File: src/rtl/alu_share_pkg.sv
// Shared types and constants for the ALU share arbiter.
// Imported by the picker, the arbiter top and the bench.
package alu_share_pkg;

  typedef enum logic [1:0] {
    IDLE = 2'd0,
    EXEC = 2'd1,
    RESP = 2'd2
  } state_e;

  localparam int FLG_INV  = 0;
  localparam int FLG_ZERO = 1;
  localparam int FLG_SIGN = 2;

  localparam logic [3:0] ALU_ADD = 4'h0;
  localparam logic [3:0] ALU_SUB = 4'h1;
  localparam logic [3:0] ALU_AND = 4'h2;

  localparam int CNT_W = 3;

  function automatic int wrap_inc(input int v, input int n);
    return (v + 1 >= n) ? 0 : v + 1;
  endfunction

endpackage

File: src/rtl/alu_share_arbiter_rr_pick.sv
// Combinational round-robin picker: first valid at or above
// rr_ptr, else the lowest valid below it.
module rr_pick #(
  parameter int NUM_REQ = 2,
  parameter int ID_W    = 3
) (
  input  logic [NUM_REQ-1:0] req_valid,
  input  logic [ID_W-1:0]    rr_ptr,
  output logic [ID_W-1:0]    grant_id,
  output logic               grant_valid
);

  always_comb begin
    grant_id    = '0;
    grant_valid = 1'b0;
    for (int i = 0; i < NUM_REQ; i++) begin
      if (!grant_valid && req_valid[i] &&
          ID_W'(i) >= rr_ptr) begin
        grant_valid = 1'b1;
        grant_id    = ID_W'(i);
      end
    end
    // Nothing at or above the pointer: wrap to the bottom.
    for (int i = 0; i < NUM_REQ; i++) begin
      if (!grant_valid && req_valid[i]) begin
        grant_valid = 1'b1;
        grant_id    = ID_W'(i);
      end
    end
  end

endmodule

File: src/rtl/alu_share_arbiter.sv
// Time-shares one 16-bit ALU between NUM_REQ requesters,
// round-robin, returning tagged results on one channel.
module alu_share_arbiter
  import alu_share_pkg::*;
#(
  parameter int NUM_REQ     = 2,
  parameter int EXEC_CYCLES = 1,
  parameter int ID_W        = 3
) (
  input  logic                    clk,
  input  logic                    rst_n,
  input  logic [NUM_REQ-1:0]      req_valid,
  output logic [NUM_REQ-1:0]      req_ready,
  input  logic [4*NUM_REQ-1:0]    req_op,
  input  logic [16*NUM_REQ-1:0]   req_a,
  input  logic [16*NUM_REQ-1:0]   req_b,
  output logic                    rsp_valid,
  input  logic                    rsp_ready,
  output logic [ID_W-1:0]         rsp_id,
  output logic [15:0]             rsp_y,
  output logic [2:0]              rsp_flags,
  output logic [3:0]              alu_sel,
  output logic [15:0]             alu_a,
  output logic [15:0]             alu_b,
  input  logic [15:0]             alu_y,
  input  logic [2:0]              alu_flags,
  output logic                    busy
);

  state_e            state_q, state_d;
  logic [ID_W-1:0]   rr_ptr_q, rr_ptr_d;
  logic [ID_W-1:0]   id_q, id_d;
  logic [CNT_W-1:0]  cnt_q, cnt_d;
  logic [3:0]        alu_sel_q, alu_sel_d;
  logic [15:0]       alu_a_q, alu_a_d;
  logic [15:0]       alu_b_q, alu_b_d;
  logic              rsp_valid_q, rsp_valid_d;
  logic [ID_W-1:0]   rsp_id_q, rsp_id_d;
  logic [15:0]       rsp_y_q, rsp_y_d;
  logic [2:0]        rsp_flags_q, rsp_flags_d;

  logic [ID_W-1:0]   grant_id;
  logic              grant_valid;
  logic [3:0]        op_g;
  logic [15:0]       a_g, b_g;

  rr_pick #(
    .NUM_REQ (NUM_REQ),
    .ID_W    (ID_W)
  ) u_pick (
    .req_valid   (req_valid),
    .rr_ptr      (rr_ptr_q),
    .grant_id    (grant_id),
    .grant_valid (grant_valid)
  );

  always_comb begin
    op_g = '0;
    a_g  = '0;
    b_g  = '0;
    for (int i = 0; i < NUM_REQ; i++) begin
      if (grant_id == ID_W'(i)) begin
        op_g = req_op[4*i +: 4];
        a_g  = req_a[16*i +: 16];
        b_g  = req_b[16*i +: 16];
      end
    end
  end

  always_comb begin
    req_ready = '0;
    for (int i = 0; i < NUM_REQ; i++) begin
      req_ready[i] = (state_q == IDLE) && grant_valid &&
                     (grant_id == ID_W'(i));
    end
  end

  always_comb begin
    state_d     = state_q;
    rr_ptr_d    = rr_ptr_q;
    id_d        = id_q;
    cnt_d       = cnt_q;
    alu_sel_d   = alu_sel_q;
    alu_a_d     = alu_a_q;
    alu_b_d     = alu_b_q;
    rsp_valid_d = rsp_valid_q;
    rsp_id_d    = rsp_id_q;
    rsp_y_d     = rsp_y_q;
    rsp_flags_d = rsp_flags_q;
    unique case (state_q)
      IDLE: begin
        if (grant_valid) begin
          alu_sel_d = op_g;
          alu_a_d   = a_g;
          alu_b_d   = b_g;
          id_d      = grant_id;
          cnt_d     = '0;
          rr_ptr_d  = ID_W'(wrap_inc(int'(grant_id), NUM_REQ));
          state_d   = EXEC;
        end
      end
      EXEC: begin
        cnt_d = cnt_q + CNT_W'(1);
        if (cnt_q == CNT_W'(EXEC_CYCLES - 1)) begin
          rsp_y_d               = alu_y;
          rsp_flags_d[FLG_INV]  = alu_flags[FLG_INV];
          rsp_flags_d[FLG_ZERO] = alu_flags[FLG_ZERO];
          rsp_flags_d[FLG_SIGN] = alu_flags[FLG_SIGN];
          rsp_id_d              = id_q;
          rsp_valid_d           = 1'b1;
          state_d               = RESP;
        end
      end
      RESP: begin
        if (rsp_ready) begin
          rsp_valid_d = 1'b0;
          state_d     = IDLE;
        end
      end
      default: state_d = IDLE;
    endcase
  end

  always_ff @(posedge clk) begin
    if (!rst_n) begin
      state_q     <= IDLE;
      rr_ptr_q    <= '0;
      id_q        <= '0;
      cnt_q       <= '0;
      alu_sel_q   <= '0;
      alu_a_q     <= '0;
      alu_b_q     <= '0;
      rsp_valid_q <= 1'b0;
      rsp_id_q    <= '0;
      rsp_y_q     <= '0;
      rsp_flags_q <= '0;
    end else begin
      state_q     <= state_d;
      rr_ptr_q    <= rr_ptr_d;
      id_q        <= id_d;
      cnt_q       <= cnt_d;
      alu_sel_q   <= alu_sel_d;
      alu_a_q     <= alu_a_d;
      alu_b_q     <= alu_b_d;
      rsp_valid_q <= rsp_valid_d;
      rsp_id_q    <= rsp_id_d;
      rsp_y_q     <= rsp_y_d;
      rsp_flags_q <= rsp_flags_d;
    end
  end

  assign alu_sel   = alu_sel_q;
  assign alu_a     = alu_a_q;
  assign alu_b     = alu_b_q;
  assign rsp_valid = rsp_valid_q;
  assign rsp_id    = rsp_id_q;
  assign rsp_y     = rsp_y_q;
  assign rsp_flags = rsp_flags_q;
  assign busy      = (state_q != IDLE);

endmodule

File: config.mk
export PLATFORM = sky130hd
export DESIGN_NAME = alu_share_arbiter
export DESIGN_NICKNAME = d
export VERILOG_FILES = /design/src/rtl/alu_share_pkg.sv /design/src/rtl/alu_share_arbiter_rr_pick.sv /design/src/rtl/alu_share_arbiter.sv
export SDC_FILE = /design/constraint.sdc
export NUM_CORES = 1
export LEC_CHECK = 0
export CORE_MARGIN = 2
export CORE_UTILIZATION = 50
export DETAILED_ROUTE_END_ITERATION = 10
export DONT_BUFFER_PORTS = 1
export GPL_TIMING_DRIVEN = 0
export SLEW_MARGIN = 40
export SYNTH_ARGS = -nofsm -noshare
export SYNTH_HDL_FRONTEND = slang
export SYNTH_SLANG_ARGS = --single-unit
export TNS_END_PERCENT = 1
File: constraint.sdc
create_clock -name clk -period 3.48 [get_ports clk]
set_clock_uncertainty 0.15 [all_clocks]
set_input_delay 0.522 -clock clk [delete_from_list [all_inputs] [get_ports clk]]
set_output_delay 0.522 -clock clk [all_outputs]
set_load 0.01 [all_outputs]
==> flow_summary.yaml, run 1 <==
grt:
  grt_overflow: 0
  grt_max_degree: 11
  antenna_found_initial: 0
  grt_pass1_wl_um: 11860
  grt_pass1_vias: 2461
  grt_usage: 0.2428
clock_network:
  cts_inserted_buffers: 9
  clk-insertion-delay-late_ns: 0.33
  cts_setup_buffers: 0
  ctsHoldBuffers: 0
  clk_pin_slew_ns: 0.07
  cts_tree: "built"
  cts.sinks: 64
  clockBufferDepth: 2
  cts-htree-levels: 3
  clockRootBuffer: "clkbuf_8"
  ctsResizeCount: 0
routing:
  drt_wl_total_um: 7566
  initialDrtViolationCount: 117
  vias_per_cell: 5.880
  drc: 0
  drt-wirelength-per-cell_um: 17.47
  vias: 2546
  dr.pass1.iters: 4
  detail-route-antenna-nets: 0
worst_setup_path:
  cp.required_ns: 2.81
  cp-start-kind: "flop"
  startpoint: "rr_ptr_q[0]$_SDFFE_PN0P_"
  path_max_fanout: 10
  endpoint_kind: "primary output"
  cp.arrival_ns: 1.60
  crit_type: "flop to primary output"
  rr_startpoint: "rr_ptr_q[0]$_SDFFE_PN0P_"
run_status:
  run_status: "finished clean"
flow_run:
  cap_viol_max_count: 0
floorplan:
  dieHeight_um: 78.38
  ios: 158
  row_count: 27
  die-area_sq_um: 6143
  die_width_um: 78.38
  start_util: 0.5086
  core_sq_um: 5439
synth:
  synth-compound-area-share: 0.2094
  synth_mux_area_frac: 0
  synthAdderAreaFrac: 0.009046
  synth_xor_area_frac: 0.003166
  ys_ff_latch: 64
  synth_cells: 345
  ys_seq_area_frac: 0.4631
  synth.distinct_cells: 28
  syn_avg_cell_area_sq_um: 8.019
  synth_top_family_by_area: "simple AND/OR/NAND/NOR gates"
  syn_area_sq_um: 2766
  post_synth_and_or_nand_nor_area_fraction: 0.2338
  ys_warn_count: 0
power:
  p_leak_nw: 1.058
  power_density_nw_per_um2: 593.3
  ir_drop_uv: 252.4
sta:
  timing.setup.tns_ns: 0
  slew_violations: 0
  max_slew.worst_pin.slew_ns: 0.5132
  period_minus_slack_ns: 2.271
  fin_crit_sh: 0.6527
  rsz0062_at_grt: "no"
  hold_viol: 0
  relSlewSlack: 0.6579
  setup_viol: 0
  max_freq_mhz: 440.3
placed_design:
  hpwl_um: 5279
  gp_congestion: 0.7472
  io_buffers: 0
  dp.cells: 418
layout:
  nets: 455
  multi_input_area_sq_um: 1267
  diodes: 0
  ff_latch_area_sq_um: 1281
  drive_above_1_share: 0.1080
  area_growth_pct: 10.18
  final_cell_mix: "nand3_1, dfxtp_1, nand2_1"
  fin_cells: 433
  nFillCells: 528
  mostFrequentLayoutCell: "nand3_1"
hold_path:
  hp-class: "primary input to flop"
  min_from: "alu_y[2]"
-- worst paths after layout --
check	to	slack, ns	cells past startpoint
worst max register to register	alu_a[9]$_SDFFE_PN0P_	1.84	4
worst max-delay path	req_ready[0]	1.21	3
worst min-delay path	rsp_y[2]$_SDFFE_PN0P_	0.17	2
worst min register to register	rsp_id[0]$_SDFFE_PN0P_	0.31	2
-- cells in the mapped netlist --
cell type,number,area [sq um]
xor2_1,1,8.760
clkbuf_1,14,52.55
buf_2,9,45.04
conb_1,1,3.750
buf_4,10,75.07
ha_1,2,25.02
nor2_1,4,15.01
a31oi_1,36,225.2
and4bb_2,1,12.51
a2bb2oi_1,1,8.760
a21oi_1,26,130.1
nand2b_1,3,18.77
nand3b_1,1,7.510
a211oi_1,1,7.510
nor3b_2,2,25.02
nand2_1,45,168.9
nand4bb_1,1,11.26
or3b_1,1,8.760
inv_2,1,3.750
or2_1,1,6.260
dfxtp_1,64,1281
inv_1,3,11.26
o211ai_1,3,22.52
o21ai_1,37,185.2
buf_6,3,33.78
nor2b_1,1,6.260
and2_1,1,6.260
nand3_1,72,360.4
-- state kept, by name (all words and copies together), names as in the netlist --
name,cells
alu_b,16
rsp_flags,3
rsp_id,1
cnt_q,3
rr_ptr_q,1
rsp_y,16
alu_a,16
rsp_valid,1
id_q,1
alu_sel,4
state_q,2
-- per-layer routing --
| metal | vias up | global-route usage | part of all wire |
|---|---|---|---|
| met5 | - | 0 | 0 |
| met4 | 0 | 0.1175 | 0.017 |
| met3 | 13 | 0.07586 | 0.082 |
| met2 | 106 | 0.3905 | 0.48 |
| met1 | 1178 | 0.2951 | 0.42 |
| li1 | 1249 | - | - |
-- logic make-up after synthesis --
kind of cell,Yosys count
simple gates,133
compound gates,104
flops,64
buf+inv,40
fa+ha+maj,2
xor+xnor,1
other cells,1
-- area by class of cell --
cell class	instances	area share
inverters	4	0.004926
multi-input cells	242	0.4158
flip-flops and latches	64	0.4204
clock buffers	12	0.04762
plain buffers	36	0.06773
well taps	72	0.02956
clock inverters	3	0.01396
-- report_power, final --
group | internal [mW] | switching [mW] | total (mW)
Combinational | 0.116 | 0.191 | 0.306
Sequential | 0.805 | 0.0820 | 0.887
Clock | 0.346 | 0.270 | 0.615
Total | 1.27 | 0.542 | 1.81
-- stage by stage --
step / setup slack (ns) / hold slack (ns) / utilization / total power, mW / cell area, sq um
floorplan: 1.610 / 0.2805 / - / 1.130 / 2770
global placement: 1.373 / 0.2969 / 0.5259 / 1.204 / 2860
detailed placement: 1.375 / 0.2997 / 0.5259 / 1.209 / 2860
CTS: 1.201 / 0.1562 / 0.5604 / 1.824 / 3048
global route: 1.118 / 0.1539 / 0.5604 / 1.901 / 3048
finish: 1.209 / 0.1682 / 0.5604 / 1.808 / 3048
-- worst max-delay path: stages, from the launching register on --
cell and delay, ns:
dfxtp_1 0.33, nand2_1 0.32, clkbuf_1 0.38, and2_1 0.24
Note: power is estimated with default switching activity, not from simulation.
==> run 2, diff against run 1 <==
Clock period 3.48 ns to 2.3 ns, I/O delays scaled along.
==> run 2 against run 1 <==
Worst hold slack got worse by 0.15 ns. Final cell count increased by 4.4%. Sequential power increased by 51%. Via count increased by 3.4%. First-iteration DRC count decreased by 10%. Power increased by 53%. Worst setup slack got worse by 1.0 ns. Flip-flop and latch count unchanged. Largest cell class unchanged. Largest power group unchanged. Highest routed layer unchanged.
==> flow_summary.yaml, run 2 (synthesized netlist as in run 1, its figures left out) <==
clock_network:
  clk-insertion-delay-late_ns: 0.33
  clk_pin_slew_ns: 0.07
  cts.sinks: 64
  clockBufferDepth: 2
  cts-htree-levels: 3
  cts_inserted_buffers: 9
  clockRootBuffer: "clkbuf_8"
  cts_tree: "built"
  cts_setup_buffers: 0
sta:
  timing.setup.tns_ns: 0
  max_slew.worst_pin.slew_ns: 0.5051
  relSlewSlack: 0.6633
  period_minus_slack_ns: 2.092
  hold_viol: 0
  slew_violations: 0
  holdWs_ns: 0.01783
  fin_crit_sh: 0.9096
  setup_viol: 0
  max_freq_mhz: 478.0
  rsz0062_at_grt: "no"
run_status:
  run_status: "finished clean"
floorplan:
  row_count: 27
  die-area_sq_um: 6143
  ios: 158
  core_sq_um: 5439
  dieHeight_um: 78.38
  die_width_um: 78.38
  start_util: 0.5086
placed_design:
  dp.cells: 418
  io_buffers: 0
  hpwl_um: 5279
  gp_congestion: 0.7472
worst_setup_path:
  worst_path_max_delay_cell: "clkbuf_1"
  startpoint: "rr_ptr_q[0]$_SDFFE_PN0P_"
  cp-start-kind: "flop"
  cp.buffers_inverters: 1
  cpPeakStageDelay_ns: 0.37
  endpoint_kind: "primary output"
  cp.required_ns: 1.80
  crit_family: "simple AND/OR/NAND/NOR gates"
  cp.arrival_ns: 1.60
  cp_cell_sequence: "nand2_1 > clkbuf_1 > and2_1"
  crit_type: "flop to primary output"
  rr_startpoint: "rr_ptr_q[0]$_SDFFE_PN0P_"
  path_max_fanout: 10
routing:
  dr.pass1.iters: 6
  detail-route-antenna-nets: 0
  vias: 2633
  drt-wirelength-per-cell_um: 17.46
  vias_per_cell: 5.825
  drt_wl_total_um: 7891
  initialDrtViolationCount: 105
  drc: 0
layout:
  area_growth_pct: 17.05
  drive_above_1_share: 0.1026
  nFillCells: 498
  mostFrequentLayoutCell: "nand3_1"
  fin_cells: 452
  final_cell_mix: "nand3_1, dfxtp_1, nand2_1"
  nets: 474
  diodes: 0
grt:
  grt_usage: 0.2534
  antenna_found_initial: 0
  grt_max_degree: 11
  grt_pass1_wl_um: 12390
  grt_pass1_vias: 2622
  grt_overflow: 0
power:
  p_leak_nw: 1.137
  power_density_nw_per_um2: 855.4
  power_mw: 2.770
  ir_drop_uv: 385.2
hold_path:
  hp-class: "primary input to flop"
  min_from: "req_a[8]"
flow_run:
  cap_viol_max_count: 0
run 2: cell count changes in the layout (fill, tap and decap cells not counted):
cell	before	now
dlygate4sd3_1	0	19
run 2: area by class of cell:
class | instances | area (sq um) | share of cell area
Timing Repair Buffer | 19 | 190.2 | 0.05873
Sequential cell | 64 | 1281 | 0.3957
Clock buffer | 12 | 145.1 | 0.04482
Multi-Input combinational cell | 242 | 1267 | 0.3914
Tap cell | 72 | 90.09 | 0.02782
Clock inverter | 3 | 42.54 | 0.01314
Inverter | 4 | 15.01 | 0.004637
Buffer | 36 | 206.4 | 0.06376
run 2: routing by layer:
metal,part of all wire,wire length [um],up-vias,global-route usage
met3,0.070,553,15,0.07471
met1,0.42,3304,1230,0.3017
met5,0,0,-,0
met4,0.018,145,0,0.1175
met2,0.49,3887,100,0.4207
li1,-,-,1288,-
run 2: worst paths after layout:
path,endpoint,slack [ns],depth (start not counted)
setup / recovery,req_ready[0],0.21,3
hold / removal,alu_a[8]$_SDFFE_PN0P_,0.02,2
setup reg to reg,alu_a[9]$_SDFFE_PN0P_,0.68,4
hold reg to reg,rsp_id[0]$_SDFFE_PN0P_,0.31,2
run 2: report_power, final:
part / internal (mW) / switching, mW
logic: 0.196 / 0.295
clock network: 0.523 / 0.413
registers: 1.22 / 0.125
run 2: per-stage QoR:
step                setup slack, ns    util  area (sq um)
floorplan                    0.7696       -          2770
global placement             0.5474  0.5259          2860
detailed placement           0.5495  0.5259          2860
CTS                          0.1979  0.5954          3238
global route                 0.1161  0.5954          3238
finish                       0.2079  0.5954          3238
run 2: repair_timing:
item                      4_1_cts  5_1_grt
hold buffers                   19        0
gates resized for setup         0        0
hold endpoints to repair       19        0
